$ cat src/rtl/sap_pkg.sv
// Shared SAP-1 constants and the program-loader state encoding.
// Imported by the loader and anything else that touches the 16x8 program RAM.
package sap_pkg;

  localparam int SAP_ADDR_W = 4;
  localparam int SAP_DATA_W = 8;
  localparam int SAP_DEPTH  = 1 << SAP_ADDR_W;

  typedef enum logic [2:0] {
    LD_IDLE  = 3'd0,
    LD_LOAD  = 3'd1,
    LD_CHECK = 3'd2,
    LD_DONE  = 3'd3,
    LD_FAIL  = 3'd4
  } loader_state_t;

endpackage

$ cat src/rtl/sap_ram_loader.sv
// SAP-1 program RAM writer: streams 16 bytes into RAM 0..15, then releases the CPU.
// Optional trailing checksum byte enabled by `define SAP_LOADER_CHECKSUM_EN.
module sap_ram_loader
  import sap_pkg::*;
#(
  parameter int ADDR_W = SAP_ADDR_W,
  parameter int DATA_W = SAP_DATA_W
) (
  input  logic              CLK,
  input  logic              CLR,
  input  logic              start,
  input  logic [DATA_W-1:0] in_data,
  input  logic              in_valid,
  output logic              in_ready,
  output logic              ram_we,
  output logic [ADDR_W-1:0] ram_addr,
  output logic [DATA_W-1:0] ram_wdata,
  output logic              busy,
  output logic              done,
  output logic              err,
  output logic              cpu_run,
  output logic [ADDR_W:0]   count
);

  localparam int              DEPTH = 1 << ADDR_W;
  localparam logic [ADDR_W:0] LAST  = (ADDR_W + 1)'(DEPTH - 1);

  loader_state_t     state;
  logic [ADDR_W-1:0] ptr;
  logic              xfer;

  // Ready decodes straight from state so a byte can land the very cycle LOAD is entered.
  assign in_ready = (state == LD_LOAD) || (state == LD_CHECK);
  assign xfer     = in_valid & in_ready;

`ifdef SAP_LOADER_CHECKSUM_EN
  logic [DATA_W-1:0] sum;
  logic [DATA_W-1:0] sum_fin;

  assign sum_fin = sum + in_data;
`else
  assign err = 1'b0;
`endif

  always_ff @(posedge CLK or negedge CLR) begin
    if (!CLR) begin
      state     <= LD_IDLE;
      ptr       <= '0;
      count     <= '0;
      ram_we    <= 1'b0;
      ram_addr  <= '0;
      ram_wdata <= '0;
      busy      <= 1'b0;
      done      <= 1'b0;
      cpu_run   <= 1'b0;
`ifdef SAP_LOADER_CHECKSUM_EN
      err       <= 1'b0;
      sum       <= '0;
`endif
    end else begin
      ram_we <= 1'b0;
      case (state)
        LD_IDLE, LD_DONE, LD_FAIL: begin
          // start has priority; in_ready is low here so a coincident byte is dropped
          if (start) begin
            state   <= LD_LOAD;
            ptr     <= '0;
            count   <= '0;
            busy    <= 1'b1;
            done    <= 1'b0;
            cpu_run <= 1'b0;
`ifdef SAP_LOADER_CHECKSUM_EN
            err     <= 1'b0;
            sum     <= '0;
`endif
          end
        end
        LD_LOAD: begin
          if (xfer) begin
            ram_we    <= 1'b1;
            ram_addr  <= ptr;
            ram_wdata <= in_data;
            ptr       <= ptr + 1'b1;
            count     <= count + 1'b1;
`ifdef SAP_LOADER_CHECKSUM_EN
            sum       <= sum_fin;
            if (count == LAST) state <= LD_CHECK;
`else
            if (count == LAST) begin
              state   <= LD_DONE;
              busy    <= 1'b0;
              done    <= 1'b1;
              cpu_run <= 1'b1;
            end
`endif
          end
        end
`ifdef SAP_LOADER_CHECKSUM_EN
        LD_CHECK: begin
          // trailing byte is compared only, never written to RAM
          if (xfer) begin
            busy <= 1'b0;
            if (sum_fin == '0) begin
              state   <= LD_DONE;
              done    <= 1'b1;
              cpu_run <= 1'b1;
            end else begin
              state <= LD_FAIL;
              err   <= 1'b1;
            end
          end
        end
`endif
        default: state <= LD_IDLE;
      endcase
    end
  end

endmodule

$ cat config.mk
export PLATFORM = sky130hd
export DESIGN_NAME = sap_ram_loader
export DESIGN_NICKNAME = d
export VERILOG_FILES = /design/src/rtl/sap_pkg.sv /design/src/rtl/sap_ram_loader.sv
export SDC_FILE = /design/constraint.sdc
export NUM_CORES = 1
export LEC_CHECK = 0
export ABC_CLOCK_PERIOD_IN_PS = 2300
export BUFFER_PORTS_ARGS = -buffer_cell sky130_fd_sc_hd__buf_2
export CAP_MARGIN = 20
export CORE_MARGIN = 2
export CORE_UTILIZATION = 50
export DETAILED_ROUTE_END_ITERATION = 7
export PLACE_DENSITY_LB_ADDON = 0.15
export SLEW_MARGIN = 25
export SYNTH_ARGS = -nofsm -noshare
export SYNTH_HDL_FRONTEND = slang
export SYNTH_SLANG_ARGS = --single-unit
$ cat constraint.sdc
create_clock -name CLK -period 2.3 [get_ports CLK]
set_input_delay 0.23 -clock CLK [delete_from_list [all_inputs] [get_ports CLK]]
set_output_delay 0.23 -clock CLK [all_outputs]
set_load 0.1 [all_outputs]
==> impl_metrics.csv, run 1 <==
group,metric,value,unit
clocking,tritoncts,"done",
min_path,min_path_type,"input port to register",
critical_path,worstSetupPathType,"register to register",
sta,relSlewSlack,48.4,%
yosys,syn_area,1260,µm²
min_path,hold_depth,2,
clocking,numCtsBuffers,3,
layout,multi_input_area,518,µm²
yosys,synth_most_common_cell,"dfrtp_1",
sta,fmax,498,MHz
floorplan,row_count,18,
yosys,synth_top_area_share,51.8,%
grt,grt_usage,16.5,%
placed_design,dpl_worst_slack,309,ps
yosys,synth_flop_cell,"dfrtp_1",
detailed_routing,vias,868,
sta,period_share,87.2,%
grt,overflow,0,
grt,grt_pass1_wl,3440,µm
placed_design,gp_congestion,0.768,
detailed_routing,dr.pass1.iters,4,
detailed_routing,route.met3.wl,89,µm
clocking,htree_levels,1,
layout,seqCellArea,651,µm²
layout,diodes,0,
layout,drive_gt1_share,40.6,%
clocking,root_buffer,"clkbuf_4",
yosys,synth_top_cell_by_area,"dfrtp_1",
layout,fillers,213,
layout,layout.nets,151,
grt,first_global_vias,814,
floorplan,initial_core_util,51.6,%
detailed_routing,top_layer,"met4",
yosys,ys_seq_area_share,51.8,%
sta,hold_viol,0,
critical_path,r2r-start,"state[0]",
sta,fin_ws,294,ps
detailed_routing,wl_per_cell,13.3,µm
critical_path,end_kind,"register",
critical_path,critPathLaunch,"state[0]",
sta,period_needed,2010,ps
clocking,cts.clk_slew.worst_paths,150,ps
detailed_routing,drt_iter0_drc,10,
yosys,ys_types,31,
detailed_routing,vias_per_cell,5.33,
floorplan,die_w,54.1,µm
critical_path,crit_arrival,2200,ps
layout,synthToLayoutAreaGrowth,17.1,%
sta,rsz0062_at_grt,"no",
yosys,synthTopCellsByArea,"dfrtp_1 52%, mux2_2 11%, ha_1 5.0%",
floorplan,num_io_pins,35,
yosys,synth_edf_count,0,
critical_path,worstPathRequired,2500,ps
yosys,synth_common_cells,"26 x dfrtp_1, 12 x mux2_2, 6 x inv_1, 6 x o31ai_1, 5 x ha_1",
critical_path,rrSetupSlack,290,ps
detailed_routing,drc,0,
sta,setup_viol,0,
clocking,clk_latency,320,ps
clocking,cts_sinks,26,
placed_design,hpwl,1620,µm
critical_path,worstRegToRegCells,5,
critical_path,crit_fanout,13,
clocking,postCtsSetupRepairBufs,0,
sta,tightest_slew,773,ps
min_path,min_to,"ram_wdata[4]",
sta,finalClockSkew,7.33,ps
floorplan,core_area,2430,µm²
critical_path,critPathLaunchType,"register",
yosys,syn_inst,102,
grt,grt_max_degree,27,
detailed_routing,final_antenna_net_count,0,
floorplan,fp.dieArea,2930,µm²
grt,antenna_found_initial,0,
sta,drv_slew,0,
status,status,"complete, no violations",
placed_design,port_buffers,33,
flow_run,drv_cap,0,
yosys,ys_ff_latch,26,
min_path,worstHoldStart,"in_data[4]",
sta,hold_ws,128,ps
detailed_routing,m1WireLength,933,µm
yosys,yosysWarnings,0,
clocking,clockBufferDepth,2,
floorplan,die_height,54.1,µm
detailed_routing,wl,2180,µm
critical_path,r2r_end,"ptr[3]",
yosys,synth_nets,119,
detailed_routing,wl_met2,1120,µm
sta,fin_tns_setup,0,ps
yosys,synth-async-reset-ratio,100,%
yosys,syn_area_per_cell,12.3,µm²
[sequential cells by signal, indices dropped and copies added, names as in the netlist]
name       flops
cpu_run        1
ram_addr       4
state          2
ptr            4
ram_wdata      8
ram_we         1
busy           1
count          5
[worst max path at each step]
| stage | slack (ps) | endpoint | cells after the start |
|---|---|---|---|
| finish | 290 | ptr[3] | 5 |
| global route | 130 | ptr[3] | 5 |
| CTS | 290 | ptr[3] | 5 |
| detailed placement | 310 | ptr[3] | 5 |
| global placement | 410 | ptr[3] | 5 |
| floorplan | 200 | busy | 5 |
[cell type report]
cell class                      count  area share (%)
Clock buffer                        3            1.53
Clock inverter                      1            2.04
Inverter                            6            1.53
Multi-Input combinational cell     61            35.2
Sequential cell                    26            44.2
Tap cell                           30            2.55
Timing Repair Buffer               36            12.9
[kinds of logic after synthesis]
| kind of cell | after synthesis | share of synthesized area (%) |
|---|---|---|
| AND/OR/NAND/NOR | 22 | 11.3 |
| flip-flops | 26 | 51.8 |
| other | 1 | 0.299 |
| adder cells (fa/ha/maj) | 5 | 4.98 |
| multiplexers | 16 | 13.9 |
| AO/OA/AOI/OAI | 17 | 10.8 |
| buffers and inverters | 15 | 6.97 |
[per-stage QoR]
stage / std cells / instance area [µm²] / util, %
after floorplan: 102 / 1260 / -
after global placement: 158 / 1410 / 57.9
after detailed placement: 158 / 1410 / 57.9
after CTS: 163 / 1470 / 60.5
after global routing: 163 / 1470 / 60.5
final: 163 / 1470 / 60.5
[critical path, cell delays in order (launching register included)]
cell and delay, ps:
dfrtp_1 370, inv_1 60, ha_1 290, nor2b_1 630, or3_1 390, o311ai_2 150
[placed cells by master (no fill, tap or decap), types with 3 or more instances in the layout]
master / netlist / final
nand3b_1: 4 / 4
dfrtp_1: 26 / 26
o31ai_1: 6 / 6
buf_2: 1 / 33
inv_1: 6 / 6
mux2i_1: 4 / 4
nand3_1: 4 / 4
nand2_1: 4 / 4
clkbuf_4: 0 / 3
mux2_2: 12 / 12
ha_1: 5 / 5
[layer usage]
metal  GRT usage, %  up-vias
met3           2.50        4
met5              0        -
li1               -      425
met1           20.4      420
met4           5.83        0
met2           28.9       19
[timing repair]
item                      CTS  global route
hold buffers                1             0
resized for setup           0             0
hold endpoints to repair   26             0
Power of run 1 is not shown: default switching activity piles up to over one toggle a cycle in this logic, so the estimate is an artifact.
==> inputs of run 2 (changes only) <==
--- a/config.mk
+++ b/config.mk
@@ -10,8 +10,10 @@
 export CAP_MARGIN = 20
 export CORE_MARGIN = 2
 export CORE_UTILIZATION = 50
+export CTS_CLUSTER_DIAMETER = 100
 export DETAILED_ROUTE_END_ITERATION = 7
 export PLACE_DENSITY_LB_ADDON = 0.15
+export RECOVER_POWER = 50
 export SLEW_MARGIN = 25
 export SYNTH_ARGS = -nofsm -noshare
 export SYNTH_HDL_FRONTEND = slang
==> run 2 against run 1 <==
Die area unchanged. Sequential share of layout area up 0.53 points. Critical path depth unchanged. Hold slack better by 0.86 ps. Design area down 1.2%.
==> impl_metrics.csv, run 2 (synthesized netlist as in run 1, its figures left out) <==
group,metric,value,unit
floorplan,die_height,54.1,µm
layout,synthToLayoutAreaGrowth,15.7,%
min_path,min_path_type,"input port to register",
critical_path,crit_family,"simple AND/OR/NAND/NOR gates",
critical_path,worstPathCellList,"inv_1 > ha_1 > nor2b_1 > or3_1 > o311ai_2",
placed_design,port_buffers,33,
critical_path,rrSetupSlack,290,ps
critical_path,endpoint,"ptr[3]",
critical_path,slowest_delay,630,ps
clocking,postCtsSetupRepairBufs,0,
grt,grt_max_degree,27,
placed_design,gp_congestion,0.768,
floorplan,num_io_pins,35,
detailed_routing,wl,2180,µm
sta,period_share,87.2,%
floorplan,core_area,2430,µm²
placed_design,hpwl,1620,µm
critical_path,critPathLaunch,"state[0]",
clocking,clockBufferDepth,2,
detailed_routing,vias_per_cell,5.32,
sta,hold_viol,0,
detailed_routing,dr.pass1.iters,4,
layout,final_cell_mix,"26 x dfrtp_1, 22 x buf_2, 12 x mux2_2, 12 x clkbuf_1",
layout,post-route-util,59.8,%
layout,fin_cells,163,
flow_run,drv_cap,0,
detailed_routing,vias,867,
placed_design,dpl.cell_count,158,
clocking,clk_latency,320,ps
critical_path,path_depth,5,
sta,period_needed,2010,ps
critical_path,worstRegToRegCells,5,
critical_path,cpMaxStageDelayCell,"nor2b_1",
floorplan,initial_core_util,51.6,%
floorplan,die_w,54.1,µm
sta,rsz0062_at_grt,"no",
detailed_routing,drc,0,
critical_path,critPathLaunchType,"register",
grt,first_global_vias,814,
clocking,tritoncts,"done",
grt,overflow,0,
sta,finalClockSkew,8.17,ps
critical_path,crit_arrival,2200,ps
clocking,cts_sinks,26,
grt,grt_usage,16.5,%
critical_path,crit_fanout,13,
clocking,numCtsBuffers,3,
critical_path,cp_num_buf_inv,1,
detailed_routing,drt_iter0_drc,6,
layout,final_common_cell,"dfrtp_1",
layout,layout.nets,151,
sta,setup_viol,0,
detailed_routing,wl_per_cell,13.4,µm
clocking,root_buffer,"clkbuf_4",
floorplan,row_count,18,
sta,fin_tns_setup,0,ps
layout,largest_reg_flops,8,
layout,regMostFlops,"ram_wdata",
critical_path,r2r-start,"state[0]",
grt,grt_pass1_wl,3440,µm
clocking,ctsHoldBuffers,1,
clocking,cts_resized,0,
layout,reg_top3,"ram_wdata (8), count (5)",
critical_path,end_kind,"register",
sta,relSlewSlack,9.60,%
sta,fmax,498,MHz
clocking,htree_levels,1,
critical_path,r2r_end,"ptr[3]",
sta,tightest_slew,1360,ps
layout,diodes,0,
clocking,cts.clk_slew.worst_paths,140,ps
critical_path,worstPathRequired,2490,ps
grt,antenna_found_initial,0,
floorplan,fp.dieArea,2930,µm²
layout,drive_gt1_share,31.6,%
status,status,"complete, no violations",
sta,drv_slew,0,
detailed_routing,final_antenna_net_count,0,
critical_path,worstSetupPathType,"register to register",
-- run 2: cell count changes in the layout (fill, tap and decap cells not counted), sizes merged --
| cell | previous run | this run |
|---|---|---|
| buf | 35 | 23 |
| clkbuf | 3 | 15 |
-- run 2: worst min path at each step --
| stage | start | end | cells past startpoint | slack (ps) |
|---|---|---|---|---|
| 2_1_floorplan | CLR | busy | 0 | -70 |
| 3_3_place_gp | CLR | ram_we | 1 | 250 |
| 3_5_place_dp | CLR | ram_wdata[3] | 1 | 260 |
| 4_1_cts | in_data[4] | ram_wdata[4] | 2 | 120 |
| 5_1_grt | in_data[4] | ram_wdata[4] | 2 | 110 |
| 6_report | in_data[0] | ram_wdata[0] | 2 | 130 |
-- run 2: metal layers --
| layer | GRT usage [%] | wire [µm] | share of wire (%) | up-vias |
|---|---|---|---|---|
| li1 | - | - | - | 424 |
| met1 | 20.4 | 956 | 44 | 418 |
| met2 | 28.9 | 1110 | 51 | 21 |
| met3 | 2.50 | 79 | 3.6 | 4 |
| met4 | 5.83 | 28 | 1.3 | 0 |
| met5 | 0 | 0 | 0 | - |
-- run 2: stage by stage --
| stage | area, µm² | setup slack (ps) | hold WS (ps) |
|---|---|---|---|
| 5_1_grt | 1450 | 126 | 115 |
| 3_5_place_dp | 1410 | 309 | 258 |
| 2_1_floorplan | 1260 | 202 | -65.6 |
| 4_1_cts | 1470 | 292 | 122 |
| 6_report | 1450 | 294 | 129 |
| 3_3_place_gp | 1410 | 413 | 249 |
-- run 2: final cells by class --
type                    instances  area [µm²]
clock buffers                   3        22.5
clock inverters                 1        30.0
fillers                       218         978
inverters                       6        22.5
multi-input cells              61         518
flip-flops and latches         26         651
well taps                      30        37.5
repair buffers                 36         173
Power of run 2 is left out for the same reason.
==> inputs of run 3 (changes only) <==
--- a/config.mk
+++ b/config.mk
@@ -14,6 +14,7 @@
 export DETAILED_ROUTE_END_ITERATION = 7
 export PLACE_DENSITY_LB_ADDON = 0.15
 export RECOVER_POWER = 50
+export REMOVE_ABC_BUFFERS = 1
 export SLEW_MARGIN = 25
 export SYNTH_ARGS = -nofsm -noshare
 export SYNTH_HDL_FRONTEND = slang
==> run 3 against run 2 <==
Hold slack better by 6.1 ps. Count of clock-buffer cells in the layout unchanged. Maximum frequency down 0.26%.
==> impl_metrics.csv, run 3 (synthesized netlist as in run 1, its figures left out) <==
group,metric,value,unit
placed_design,port_buffers,33,
floorplan,die_w,54.1,µm
clocking,numCtsBuffers,3,
clocking,root_buffer,"clkbuf_4",
status,status,"complete, no violations",
sta,setup_viol,0,
layout,regMostFlops,"ram_wdata",
critical_path,critPathLaunchType,"register",
layout,final_cell_mix,"26 x dfrtp_1, 21 x buf_2, 12 x mux2_2, 12 x clkbuf_1",
clocking,cts_sinks,26,
sta,fin_tns_setup,0,ps
critical_path,endpoint,"ptr[3]",
detailed_routing,dr.pass1.iters,4,
detailed_routing,vias,858,
layout,reg_top3,"ram_wdata (8), count (5)",
grt,met2_usage,27.5,%
floorplan,initial_core_util,51.6,%
detailed_routing,final_antenna_net_count,0,
critical_path,worstRegToRegCells,5,
clocking,htree_levels,1,
sta,period_needed,2010,ps
critical_path,r2r_end,"ptr[3]",
critical_path,worstSetupPathType,"register to register",
clocking,clk_latency,320,ps
grt,grt_max_degree,27,
sta,period_share,87.5,%
sta,drv_slew,0,
layout,final_area,1450,µm²
sta,finalClockSkew,4.81,ps
layout,diodes,0,
floorplan,die_height,54.1,µm
grt,antenna_found_initial,0,
layout,final_common_cell,"dfrtp_1",
grt,grtUsageMet3,2.50,%
layout,seqCellArea,651,µm²
grt,first_global_vias,828,
grt,grt_pass1_wl,3360,µm
sta,relSlewSlack,9.19,%
clocking,postCtsSetupRepairBufs,0,
layout,layout.nets,150,
detailed_routing,drc,0,
grt,overflow,0,
floorplan,num_io_pins,35,
critical_path,rrSetupSlack,290,ps
layout,post-route-util,59.6,%
min_path,min_path_type,"input port to register",
floorplan,row_count,18,
layout,synthToLayoutAreaGrowth,15.3,%
layout,multi_input_area,518,µm²
critical_path,end_kind,"register",
detailed_routing,vias_per_cell,5.30,
critical_path,crit_arrival,2210,ps
placed_design,gp_congestion,0.746,
critical_path,crit_fanout,13,
detailed_routing,drt_iter0_drc,3,
detailed_routing,wl_per_cell,13.1,µm
grt,grt_usage,16.1,%
grt,grt.busiest_layer,"met2",
clocking,cts_resized,0,
sta,fmax,497,MHz
clocking,tritoncts,"done",
layout,drive_gt1_share,31.1,%
sta,hold_viol,0,
sta,rsz0062_at_grt,"no",
flow_run,drv_cap,0,
layout,largest_reg_flops,8,
placed_design,dpl_cell_area,1400,µm²
critical_path,critPathLaunch,"state[0]",
clocking,cts.clk_slew.worst_paths,140,ps
detailed_routing,wl,2120,µm
grt,met1_usage,19.6,%
sta,tightest_slew,1360,ps
layout,fillers,210,
floorplan,core_area,2430,µm²
floorplan,fp.dieArea,2930,µm²
critical_path,worstPathRequired,2500,ps
clocking,clockBufferDepth,2,
critical_path,r2r-start,"state[0]",
==> run 3: cell count changes in the layout (fill, tap and decap cells not counted) <==
cell	delta
buf_2	-1
==> run 3: layout make-up <==
cell class	count	share of cell area, %
clock inverter	1	2.07
timing repair buffer	35	11.6
tap	30	2.59
multi-input combinational	61	35.8
clock buffer	3	1.55
sequential	26	44.9
inverter	6	1.55
==> run 3: critical path, stage by stage (launching register included) <==
cell	delay, ps
dfrtp_1	380
inv_1	60
ha_1	280
nor2b_1	630
or3_1	400
o311ai_2	150
==> run 3: how the worst min path moves through the flow <==
stage / startpoint / to / slack [ps] / cells after the start
after floorplan: CLR / busy / -70 / 0
after global routing: in_data[1] / ram_wdata[1] / 110 / 2
after CTS: in_data[7] / ram_wdata[7] / 120 / 2
after detailed placement: CLR / ram_wdata[5] / 260 / 1
after global placement: CLR / ram_wdata[5] / 250 / 1
final: in_data[7] / ram_wdata[7] / 140 / 2
==> run 3: timing repair <==
item,4_1_cts,5_1_grt
hold endpoints to repair,26,0
endpoints found under the setup margin,0,0
hold buffers,1,0
==> run 3: per-layer routing <==
layer	share of wire (%)	wire length, µm
met1	46	972
met2	50	1050
met3	3.5	74
met4	0.90	19
met5	0	0
==> run 3: metrics by stage <==
step	std cells	hold WS (ps)	setup slack, ps
6_report	162	135	288
5_1_grt	162	114	164
4_1_cts	162	120	325
3_5_place_dp	157	259	344
3_3_place_gp	157	249	425
2_1_floorplan	93	-65.6	202
Power of run 3 is left out for the same reason.
